===== config.mk =====
export PLATFORM = sky130hd
export DESIGN_NAME = mmio_io_hub
export DESIGN_NICKNAME = d
export VERILOG_FILES = /design/src/rtl/mmio_io_hub_pkg.sv /design/src/rtl/mmio_io_hub_sw_debounce.sv /design/src/rtl/mmio_io_hub.sv
export SDC_FILE = /design/constraint.sdc
export NUM_CORES = 1
export LEC_CHECK = 0
export ABC_AREA = 1
export CAP_MARGIN = 40
export CORE_UTILIZATION = 61
export DETAILED_ROUTE_END_ITERATION = 10
export GPL_TIMING_DRIVEN = 0
export PLACE_DENSITY_LB_ADDON = 0.05
export SLEW_MARGIN = 5
export SYNTH_ARGS = -nofsm -noshare
export SYNTH_HDL_FRONTEND = slang
export SYNTH_SLANG_ARGS = --single-unit

===== constraint.sdc =====
create_clock -name clock -period 4.4 [get_ports clock]
set_input_delay 0.66 -clock clock [delete_from_list [all_inputs] [get_ports clock]]
set_output_delay 0.66 -clock clock [all_outputs]
set_load 0.01 [all_outputs]

===== src/rtl/mmio_io_hub_pkg.sv =====
// rtl/mmio_io_hub_pkg.sv - register offsets and control bit indices for the IO hub
package mmio_io_hub_pkg;

  localparam logic [9:0] OFF_SW_DATA   = 10'h000;
  localparam logic [9:0] OFF_SW_EDGE   = 10'h004;
  localparam logic [9:0] OFF_LED_DATA  = 10'h008;
  localparam logic [9:0] OFF_LED_BLINK = 10'h00C;
  localparam logic [9:0] OFF_LED_CTRL  = 10'h010;
  localparam logic [9:0] OFF_CYCLE_CNT = 10'h014;

  localparam int CTRL_EN_BIT    = 0;
  localparam int CTRL_PHASE_BIT = 1;

endpackage


===== src/rtl/mmio_io_hub_sw_debounce.sv =====
// rtl/mmio_io_hub_sw_debounce.sv - switch synchroniser and tick-sampled debouncer
module sw_debounce #(
  parameter int WIDTH           = 16,
  parameter int DEBOUNCE_CYCLES = 20000
) (
  input  logic             clock,
  input  logic             rst,
  input  logic [WIDTH-1:0] sw_in,
  output logic [WIDTH-1:0] sw_data,
  output logic [WIDTH-1:0] sw_data_next
);

  localparam int CNT_W = (DEBOUNCE_CYCLES > 1) ? $clog2(DEBOUNCE_CYCLES) : 1;
  localparam logic [CNT_W-1:0] CNT_MAX = CNT_W'(DEBOUNCE_CYCLES - 1);

  logic [WIDTH-1:0] sync1_q, sync1_d;
  logic [WIDTH-1:0] sync2_q, sync2_d;
  logic [WIDTH-1:0] sample_q, sample_d;
  logic [WIDTH-1:0] deb_q, deb_d;
  logic [CNT_W-1:0] tick_cnt_q, tick_cnt_d;
  logic             tick;
  logic [WIDTH-1:0] stable;

  // A bit is accepted only if it reads the same on two consecutive ticks
  always_comb begin
    sync1_d    = sw_in;
    sync2_d    = sync1_q;
    sample_d   = sample_q;
    deb_d      = deb_q;
    tick       = (tick_cnt_q == CNT_MAX);
    tick_cnt_d = tick ? '0 : tick_cnt_q + CNT_W'(1);
    stable     = ~(sync2_q ^ sample_q);
    if (tick) begin
      deb_d    = (deb_q & ~stable) | (sync2_q & stable);
      sample_d = sync2_q;
    end
  end

  // State registers, all cleared by reset
  always_ff @(posedge clock) begin
    if (rst) begin
      sync1_q    <= '0;
      sync2_q    <= '0;
      sample_q   <= '0;
      deb_q      <= '0;
      tick_cnt_q <= '0;
    end else begin
      sync1_q    <= sync1_d;
      sync2_q    <= sync2_d;
      sample_q   <= sample_d;
      deb_q      <= deb_d;
      tick_cnt_q <= tick_cnt_d;
    end
  end

  assign sw_data      = deb_q;
  assign sw_data_next = deb_d;

endmodule


===== src/rtl/mmio_io_hub.sv =====
// rtl/mmio_io_hub.sv - memory-mapped switch/LED/cycle-counter peripheral
module mmio_io_hub
  import mmio_io_hub_pkg::*;
#(
  parameter int SW_WIDTH        = 16,
  parameter int LED_WIDTH       = 16,
  parameter int DEBOUNCE_CYCLES = 20000,
  parameter int BLINK_DIV       = 4194304
) (
  input  logic                 clock,
  input  logic                 rst,
  input  logic                 io_sel,
  input  logic                 io_read,
  input  logic                 io_write,
  input  logic [9:0]           addr,
  input  logic [31:0]          wdata,
  output logic [31:0]          rdata,
  input  logic [SW_WIDTH-1:0]  sw_in,
  output logic [LED_WIDTH-1:0] led_out
);

  localparam int BLINK_W = (BLINK_DIV > 1) ? $clog2(BLINK_DIV) : 1;
  localparam logic [BLINK_W-1:0] BLINK_MAX = BLINK_W'(BLINK_DIV - 1);

  logic [SW_WIDTH-1:0]  sw_data, sw_data_next;
  logic [SW_WIDTH-1:0]  sw_edge_q, sw_edge_d;
  logic [LED_WIDTH-1:0] led_data_q, led_data_d;
  logic [LED_WIDTH-1:0] led_blink_q, led_blink_d;
  logic                 led_en_q, led_en_d;
  logic                 phase_q, phase_d;
  logic [BLINK_W-1:0]   blink_cnt_q, blink_cnt_d;
  logic [31:0]          cycle_cnt_q, cycle_cnt_d;
  logic [LED_WIDTH-1:0] led_out_q, led_out_d;
  logic [SW_WIDTH-1:0]  edge_clr;
  logic [9:0]           word_off;
  logic                 wr_en;
  logic                 rd_en;
  logic                 unused_bits;

  assign word_off    = {addr[9:2], 2'b00};
  assign wr_en       = io_sel & io_write;
  assign rd_en       = io_sel & io_read;
  assign unused_bits = ^{addr[1:0], wdata};

  sw_debounce #(
    .WIDTH           (SW_WIDTH),
    .DEBOUNCE_CYCLES (DEBOUNCE_CYCLES)
  ) u_sw_debounce (
    .clock        (clock),
    .rst          (rst),
    .sw_in        (sw_in),
    .sw_data      (sw_data),
    .sw_data_next (sw_data_next)
  );

  // Register writes, edge flags (set beats clear), blink prescaler, cycle counter, LED drive
  always_comb begin
    led_data_d  = led_data_q;
    led_blink_d = led_blink_q;
    led_en_d    = led_en_q;
    edge_clr    = '0;
    cycle_cnt_d = cycle_cnt_q + 32'd1;
    if (wr_en) begin
      case (word_off)
        OFF_SW_EDGE:   edge_clr    = wdata[SW_WIDTH-1:0];
        OFF_LED_DATA:  led_data_d  = wdata[LED_WIDTH-1:0];
        OFF_LED_BLINK: led_blink_d = wdata[LED_WIDTH-1:0];
        OFF_LED_CTRL:  led_en_d    = wdata[CTRL_EN_BIT];
        OFF_CYCLE_CNT: cycle_cnt_d = '0;
        default: ;
      endcase
    end
    sw_edge_d   = (sw_edge_q & ~edge_clr) | (sw_data_next ^ sw_data);
    blink_cnt_d = (blink_cnt_q == BLINK_MAX) ? '0 : blink_cnt_q + BLINK_W'(1);
    phase_d     = (blink_cnt_q == BLINK_MAX) ? ~phase_q : phase_q;
    led_out_d   = led_en_q ? (led_data_q & ~(led_blink_q & {LED_WIDTH{~phase_q}})) : '0;
  end

  // State registers; enable is the only bit that comes out of reset set
  always_ff @(posedge clock) begin
    if (rst) begin
      sw_edge_q   <= '0;
      led_data_q  <= '0;
      led_blink_q <= '0;
      led_en_q    <= 1'b1;
      phase_q     <= 1'b0;
      blink_cnt_q <= '0;
      cycle_cnt_q <= '0;
      led_out_q   <= '0;
    end else begin
      sw_edge_q   <= sw_edge_d;
      led_data_q  <= led_data_d;
      led_blink_q <= led_blink_d;
      led_en_q    <= led_en_d;
      phase_q     <= phase_d;
      blink_cnt_q <= blink_cnt_d;
      cycle_cnt_q <= cycle_cnt_d;
      led_out_q   <= led_out_d;
    end
  end

  // Zero-latency read mux, zero-extended, quiet unless selected for read
  always_comb begin
    rdata = '0;
    if (rd_en) begin
      case (word_off)
        OFF_SW_DATA:   rdata = 32'(sw_data);
        OFF_SW_EDGE:   rdata = 32'(sw_edge_q);
        OFF_LED_DATA:  rdata = 32'(led_data_q);
        OFF_LED_BLINK: rdata = 32'(led_blink_q);
        OFF_LED_CTRL: begin
          rdata[CTRL_EN_BIT]    = led_en_q;
          rdata[CTRL_PHASE_BIT] = phase_q;
        end
        OFF_CYCLE_CNT: rdata = cycle_cnt_q;
        default:       rdata = '0;
      endcase
    end
  end

  assign led_out = led_out_q;

endmodule


======== Word-level counts from Yosys, hierarchy flattened ========
Cells that the tools add are included.
operators by class
  $add $sub $neg .......................... 3
  multipliers ............................. 0
  divide/modulo/power cells ............... 0
  magnitude comparators ................... 0
  equal/unequal tests ..................... 7
  shift-type cells ........................ 0
  multiplexer cells ....................... 8
  bitwise gates (word level) .............. 17
  reductions and logical operators ........ 7
operator list
  operator                                              number
  one-hot mux 30 bit (5 select lines)                   1
  2-to-1 mux 32 bit                                     3
  AND 16 bit                                            5
  inverter 16 bit                                       4
  2-to-1 mux 16 bit                                     3
  adder 32 x 1 -> 32 bit (second input constant)        1
  OR 16 bit                                             2
  bitwise XOR 16 bit                                    2
  adder 22 x 1 -> 22 bit (second input constant)        1
  equality test 22 bit (second input constant)          1
  equality test 8 x 2 -> 1 bit (second input constant)  2
  equality test 8 x 3 -> 1 bit (second input constant)  2
  adder 15 x 1 -> 15 bit (second input constant)        1
  equality test 15 bit (second input constant)          1
  one-hot mux 2 bit (6 select lines)                    1
  zero test 10 bit                                      1
  equality test 8 x 1 -> 1 bit (second input constant)  1
  AND reduction 2 bit                                   3
  OR reduction 2 bit                                    3
  AND 1 bit                                             2
  inverter 1 bit                                        2
word-level totals
  register bits after elaboration ......... 199
  latch bits .............................. 0
  memory bits (writable) .................. 0
  memory bits (read-only) ................. 0
  input bits .............................. 63
  output and inout port bits .............. 48
  logic and storage cells ................. 55
  memories ................................ 0

======== Depth between registers and ports, before layout ========
Gate-level depths: netlist of the first run.
  depth after elaboration ................. 8
  gate-level depth with buffers ........... 11
  mapped depth without buffers ............ 10

======== By module ========
From an unflattened synthesis of the first run, not the netlist that was laid out.
unflattened totals
  cells, all modules ...................... 1,429
  area total of the unflattened synthesis .. 9,596.7 um2
modules (own cells, without submodules)
  module       instances  cells each  area each (um2)  sequential area each (um2)
  mmio_io_hub  1          912         6,143.4          2,402.3
  sw_debounce  1          517         3,453.3          1,581.5

======== Least setup slack after synthesis of the first run ========
OpenSTA, ideal clock, no wires.
  path kind ............................... input to output
  from .................................... input addr[6]
  to ...................................... output rdata[12]
  arrival time ............................ 1,664 ps
  data required time ...................... 3,740 ps
  setup slack ............................. 2,076 ps
  stages on the path ...................... 9
  path buffers ............................ 2
  path through ............................ inv_1 -> nand2_1 -> nor2_4 -> buf_4 -> buf_2 -> nand3_1 -> o21ai_0 -> nor2_1 -> a21oi_1
between the ends
  cells in the longest elaborated chain, start to end .. 3
  elaborated cells between the ends (all ways) .. 7
  those cells by class .................... eq/ne (4); mux (2); reduce/logical (1)
RTL lines
  what                                                        RTL line            text
  from (decl)                                                 mmio_io_hub.sv:15   input logic [9:0] addr,
  equality test 8 x 3 -> 1 bit, or another cell as far along  mmio_io_hub.sv:106  case (word_off)
  one-hot mux 30 bit (5 select lines) (*)                     mmio_io_hub.sv:106
  2-to-1 mux 32 bit (*)                                       mmio_io_hub.sv:105  if (rd_en) begin
  to (decl)                                                   mmio_io_hub.sv:17   output logic [31:0] rdata,
Every way passes the cells marked *; elsewhere a longest branch is shown, timed or not.

======== Final worst setup path of the first run ========
  from .................................... input addr[2]
  to ...................................... output rdata[15]
The elaborated chain is that of the path after synthesis.

==> results of run 1 <==
==> state kept, by name, summed over array words and instances, names as in the netlist, 15 cells and up <==
signal / count
led_data_q: 16
led_out: 16
cycle_cnt_q: 32
u_sw_debounce.sync2_q: 16
led_blink_q: 16
u_sw_debounce.sw_data: 16
u_sw_debounce.sample_q: 16
sw_edge_q: 16
blink_cnt_q: 22
u_sw_debounce.sync1_q: 16
u_sw_debounce.tick_cnt_q: 15
==> critical path, delay by kind of cell <==
kind	cells	cell delay, ns
AO/OA/AOI/OAI	2	0.46
AND/OR/NAND/NOR	4	0.64
buffers and inverters	3	1.51
==> layer usage <==
metal | part of all wire (%) | vias up | global-route usage, %
met1 | 41 | 4338 | 42.69
li1 | - | 4633 | -
met2 | 46 | 453 | 57.50
met3 | 8.4 | 83 | 6.323
met4 | 4.2 | 0 | 16.88
met5 | 0 | - | 0
==> cells in the final DEF (no fill, tap or decap), types with 18 or more instances in the layout <==
| cell | count |
|---|---|
| clkdlybuf4s50_1 | 91 |
| nor2_1 | 200 |
| nand4_1 | 18 |
| a211oi_1 | 25 |
| nand2_1 | 317 |
| a211oi_2 | 18 |
| o21ai_0 | 28 |
| buf_2 | 20 |
| dfxtp_1 | 199 |
| nor3_1 | 24 |
| a21oi_1 | 95 |
| nand3_1 | 134 |
| inv_1 | 179 |
==> final timing paths <==
kind,slack [ns],end,cells after the start,start
worst min-delay path,0.40,u_sw_debounce.sync2_q[15]$_SDFF_PP0_,2,u_sw_debounce.sync1_q[15]$_SDFF_PP0_
worst max-delay path,0.46,rdata[15],9,addr[2]
worst min register to register,0.40,u_sw_debounce.sync2_q[15]$_SDFF_PP0_,2,u_sw_debounce.sync1_q[15]$_SDFF_PP0_
worst max register to register,2.43,u_sw_debounce.sw_data[0]$_SDFF_PP0_,9,u_sw_debounce.tick_cnt_q[0]$_SDFF_PP0_
==> power by group through the flow <==
stage	Sequential (W)	Combinational [W]	Clock (W)
after floorplan	0.00187	0.0000885	0
after global placement	0.00188	0.000164	0
after detailed placement	0.00188	0.000166	0
after CTS	0.00184	0.000168	0.00156
after global routing	0.00184	0.000187	0.00163
final	0.00184	0.000170	0.00156
==> per-stage QoR <==
stage	hold WS [ns]	cell area, sq um	setup slack (ns)	power, W
finish	0.4038	11330	0.4553	0.003567
global route	0.4138	11330	0.3702	0.003658
detailed placement	0.3935	10740	0.5355	0.002044
CTS	0.4082	11330	0.5160	0.003563
floorplan	0.3883	9563	2.076	0.001962
global placement	0.3907	10740	0.4813	0.002041
==> layout make-up <==
cell class	count	area (sq um)
inverter	181	679.4
timing repair buffer	91	910.9
multi-input combinational	950	4577
tap	211	264.0
buffer	54	322.8
sequential	199	3984
clock inverter	14	153.9
fill	1235	3928
clock buffer	18	439.2
==> kinds of logic (layout without fill, tap and decap cells) <==
family                     after synthesis  in the layout  synth area share [%]
and+or+nand+nor                        729            729                 32.51
buffers and inverters                  235            358                 10.48
DFF                                    199            199                 41.66
AOI/OAI and AO/OA                      185            185                 11.85
xor gates and xnor gates                27             27                 2.473
adders and majority gates                9              9                 1.021
==> flow_summary.toml, run 1 <==
[sta]
setup_total_negative_slack_ns = 0
tightestPinTransition_ns = 0.7769
final_hold_viol_count = 0
max_freq_ghz = 0.2535
report.final.setup_viol = 0
post_layout_min_period_ns = 3.945
slew_violations = 0
unrepaired_setup_endpoints_after_global_routing = "no"
timing.slew.headroom_pct = 48.21
final.period_utilization_pct = 89.65
fin_skew_ns = 0.008293

[yosys]
synth_sequential_area_ratio_pct = 41.66
synthFlopType = "dfxtp_1"
synth_warn = 0
yosys.area.top_type = "dfxtp_1"
area_share_of_the_largest_cell_type_after_synthesis_pct = 41.66
synth_enable_flop_cells = 0
synth_fp_nets = 1450
synthDistinctLibCells = 34
synth.cells.most_frequent = "nand2_1 (317), nor2_1 (200), dfxtp_1 (199)"
postSynthRegisterBits = 199
ys_async_sr_fraction_pct = 0
post-synth-top-count-cell = "nand2_1"
synthesis.area_per_instance_sq_um = 6.910
netlist_area_sq_mm = 0.009563
post_synth_main_area_contributors = "dfxtp_1 (42%), nand2_1 (12%), nor2_1 (7.9%)"
syn_inst = 1384

[clock_tree]
cts_tree = "yes"
clock_sinks = 199
clock_latency_on_the_worst_skew_pair_ns = 0.44
postCtsSetupBuffers = 0
cts-buffers-inserted = 17
clock_tree.buffer_depth = 2
clockRootBuffer = "clkbuf_16"
cts-htree-levels = 4
post_cts_hold_buffer_count = 0
cts_resized = 0
cts.clk_slew.worst_paths_ns = 0.08

[worst_setup_path]
worst_setup_path_end_kind = "primary output"
cp_data_required_time_ns = 3.74
timing.critical_path.arrival_ns = 3.28
setup.worst_path.start_class = "input pin"
critical_path.max_stage_delay_ns = 0.67
crit_path_top_delay_cell = "clkdlybuf4s50_1"
critical_path.cell_chain = "clkdlybuf4s50_1 -> nand2_2 -> nor2_2 -> nand2_1 -> o21ai_0 -> nand3_1 -> buf_2 -> a21oi_1 -> clkdlybuf4s50_1"
crit_type = "in -> out"
cp_common_cell = "clkdlybuf4s50_1"
maximum_fanout_along_the_worst_path = 10

[final_layout]
finish.net_count = 1560
drive_gt1_share_pct = 7.963
antenna_cells = 0
post-route-util_pct = 74.26
areaGrowthSynthToFinish_pct = 18.49
fin_cells = 1718

[global_routing]
number_of_antenna_violations_at_the_first_check_in_global_routing = 1
global_route.overflow_total = 0
grt_start_max_net_pins = 21
first_global_vias = 8526
grt_pass1_wl_um = 42880
globalRouteTotalUtil_pct = 34.34

[power_and_ir_drop]
share_seq_of_total_power_pct = 51.5
power_share_of_the_clock_group_pct = 43.8
swShare_pct = 25.40
total_switching_power_w = 0.0009061
vdd_ir_drop_max_uv = 277.9
p_leak_nw = 4.108
power.combinational.fraction_pct = 4.8
power_report.internal_total_w = 0.002661
power.density_cell_area_mw_per_mm2 = 314.8

[place]
place_inst = 1686
finalWeightedCongestion = 0.9543
placement.io_buffers = 91
half_perimeter_wire_length_after_detailed_placement_um = 19820

[hold_path]
hold_class = "reg -> reg"

[detailed_routing]
routed_wire_length_per_instance_um = 15.64
avgViaCountPerCell = 5.534
postRouteWirelength_um = 26870
drtAntennaViolNets = 0
route.detailed.drc = 0
detailedRoute.firstPassIterationCount = 7
num_vias = 9507
initialDrtViolationCount = 991

[floorplanning]
core.rowCount = 45
initial_core_util_pct = 62.67
dieWidth_um = 127.2
coreArea_sq_mm = 0.01526
die_height_um = 127.2
design.die.area_sq_mm = 0.01618
ios = 111

[outcome]
status = "finished clean"

[flow_run]
cap_violations = 0
No activity file was read; power rests on OpenSTA's default activity.
==> run 2: changes to the inputs <==
- ABC_AREA: 1 -> 0
- CORE_ASPECT_RATIO: unset -> 0.6
- CORE_UTILIZATION: 61 -> 60
- SLEW_MARGIN: 5 -> 30
==> run 2 against run 1 <==
- first-iteration DRC count fell by 29%
- sequential cell count stayed put
- core utilization grew 1.5 points
- global-route usage decreased by 2.9 points
- largest power group unchanged
- die area is 5.7% lower
- synthesized cell count down 27%
- maximum frequency down 4.7%
- combinational power shrank 4%
- total power increased by 2.0%
==> flow_summary.toml, run 2 <==
[outcome]
status = "finished clean"

[flow_run]
cap_violations = 0

[sta]
post_layout_min_period_ns = 4.137
max_freq_ghz = 0.2417
post-route-worst-setup-slack_ns = 0.2629
unrepaired_setup_endpoints_after_global_routing = "no"
slew_violations = 0
final_hold_viol_count = 0
timing.slew.headroom_pct = 47.26
final.period_utilization_pct = 94.03
fin_skew_ns = 0.01423
report.final.setup_viol = 0
tightestPinTransition_ns = 0.7845
setup_total_negative_slack_ns = 0

[worst_setup_path]
maximum_fanout_along_the_worst_path = 10
timing.critical_path.arrival_ns = 3.48
reg2reg_depth = 6
crit_type = "in -> out"
worst_setup_path_end_kind = "primary output"
cp_data_required_time_ns = 3.74
setup.worst_path.start_class = "input pin"

[clock_tree]
clock_sinks = 199
post_cts_hold_buffer_count = 0
cts_tree = "yes"
clock_tree.buffer_depth = 2
cts.clk_slew.worst_paths_ns = 0.08
postCtsSetupBuffers = 0
clock_latency_on_the_worst_skew_pair_ns = 0.44
clockRootBuffer = "clkbuf_16"
cts-buffers-inserted = 17
cts-htree-levels = 4

[yosys]
synth_enable_flop_cells = 0
netlist_area_sq_mm = 0.008847
synth_warn = 0
yosys.area.top_type = "dfxtp_1"
synthFlopType = "dfxtp_1"
area_share_of_the_largest_cell_type_after_synthesis_pct = 45.03
synth_fp_nets = 1077
synthDistinctLibCells = 54
synth_sequential_area_ratio_pct = 45.03
synth.cells.most_frequent = "dfxtp_1 (199), nand2_1 (124), nor2_1 (98)"
postSynthRegisterBits = 199
synthesis.area_per_instance_sq_um = 8.751
ys_async_sr_fraction_pct = 0
syn_inst = 1011
post_synth_main_area_contributors = "dfxtp_1 (45%), nand2_1 (5.3%), a21oi_1 (4.8%)"
post-synth-top-count-cell = "dfxtp_1"

[detailed_routing]
postRouteWirelength_um = 23570
routed_wire_length_per_instance_um = 17.79
initialDrtViolationCount = 706
drtAntennaViolNets = 0
avgViaCountPerCell = 6.053
num_vias = 8020
detailedRoute.firstPassIterationCount = 5
route.detailed.drc = 0

[floorplanning]
die_height_um = 96.06
dieWidth_um = 158.8
core.rowCount = 33
ios = 111
design.die.area_sq_mm = 0.01525
initial_core_util_pct = 63.21
coreArea_sq_mm = 0.01400

[place]
detailedPlace.worstSlack_ns = 0.1136
finalWeightedCongestion = 0.9176
half_perimeter_wire_length_after_detailed_placement_um = 16770
placement.io_buffers = 90

[global_routing]
number_of_antenna_violations_at_the_first_check_in_global_routing = 1
first_global_vias = 7235
globalRouteTotalUtil_pct = 31.40
global_route.overflow_total = 0
grt_start_max_net_pins = 21
grt_pass1_wl_um = 37530

[hold_path]
hold-path-cell-count = 1
hold_class = "reg -> reg"

[final_layout]
areaGrowthSynthToFinish_pct = 19.93
drive_gt1_share_pct = 7.414
finish.net_count = 1186
largest_registers = "cycle_cnt_q x32, blink_cnt_q x22"
largest-register = "cycle_cnt_q"
largest_register_ff_count = 32
layout_common_cells = "dfxtp_1 (199), nand2_1 (124), nor2_1 (98)"
nFillCells = 1040
antenna_cells = 0
layout.cells.most_common = "dfxtp_1"

[power_and_ir_drop]
vdd_ir_drop_max_uv = 269.8
power.density_cell_area_mw_per_mm2 = 342.7
p_leak_nw = 3.545
run 2: changes by cell type after synthesis, sizes merged, moves of 20 or more:
cell / previous run / this run
nand2: 322 / 125
inv: 181 / 14
nor2: 215 / 98
nand3: 134 / 47
a211oi: 43 / 0
nor2b: 0 / 35
nand2b: 0 / 28
clkbuf: 15 / 40
mux2i: 0 / 22
and3: 0 / 20
run 2: cell type report:
cell class                 instances  area [sq um]  area share (%)
clock inverter                    14         181.4           1.710
buffer                            60         290.3           2.736
sequential                       199          3984           37.55
multi-input combinational        738          4522           42.62
clock buffer                      18         439.2           4.139
tap                              192         240.2           2.264
inverter                          14         52.55          0.4953
timing repair buffer              90         900.9           8.491
run 2: metal layers:
| layer | global-route usage (%) | wire [um] |
|---|---|---|
| met1 | 45.47 | 11220 |
| met2 | 47.40 | 9612 |
| met3 | 5.644 | 2347 |
| met4 | 9.871 | 391 |
| met5 | 0 | 0 |
run 2: worst max-delay path, cell delays in order:
cell             delay [ns]
clkdlybuf4s50_1        0.51
clkbuf_2               0.33
clkbuf_1               0.45
clkbuf_1               0.47
a22oi_1                0.16
o22a_1                 0.23
nor2_1                 0.11
clkdlybuf4s50_1        0.55
run 2: worst paths after layout:
kind / start / end / slack [ns]
max: addr[3] / rdata[11] / 0.26
min: u_sw_debounce.sync1_q[7]$_SDFF_PP0_ / u_sw_debounce.sync2_q[7]$_SDFF_PP0_ / 0.44
max reg2reg: u_sw_debounce.tick_cnt_q[0]$_SDFF_PP0_ / u_sw_debounce.sw_data[12]$_SDFF_PP0_ / 1.80
min reg2reg: u_sw_debounce.sync1_q[7]$_SDFF_PP0_ / u_sw_debounce.sync2_q[7]$_SDFF_PP0_ / 0.44
run 2: timing repair:
action                                  4_1_cts  5_1_grt
endpoints found under the setup margin        0        4
hold endpoints to repair                      0        0
resized for setup                             0        2
run 2: power by group:
part           leakage, nW  switching (W)  total (W)  internal, W
combinational         1.63      0.0000951   0.000164    0.0000693
sequential            1.61      0.0000179    0.00184      0.00182
clock                0.302       0.000797    0.00163     0.000836
total                 3.54       0.000910    0.00364      0.00273
run 2: cell families (layout without fill, tap and decap cells):
group / after synthesis / in the layout / share of synthesized area (%)
AOI/OAI and AO/OA: 187 / 187 / 12.97
DFF: 199 / 199 / 45.03
buffers and inverters: 74 / 196 / 3.861
muxes: 38 / 38 / 5.544
and+or+nand+nor: 477 / 477 / 28.91
adders and majority gates: 3 / 3 / 0.4243
xor gates and xnor gates: 33 / 33 / 3.267
run 2: metrics by stage:
| stage | area, sq um | hold WS [ns] | power [W] | utilization, % | instances |
|---|---|---|---|---|---|
| 2_1_floorplan | 8847 | 0.4138 | 0.001956 | - | 1011 |
| 3_3_place_gp | 9988 | 0.4202 | 0.002037 | 71.36 | 1293 |
| 3_5_place_dp | 9988 | 0.4220 | 0.002039 | 71.36 | 1293 |
| 4_1_cts | 10610 | 0.4409 | 0.003627 | 75.79 | 1325 |
| 5_1_grt | 10610 | 0.4532 | 0.003721 | 75.80 | 1325 |
| 6_report | 10610 | 0.4398 | 0.003637 | 75.80 | 1325 |
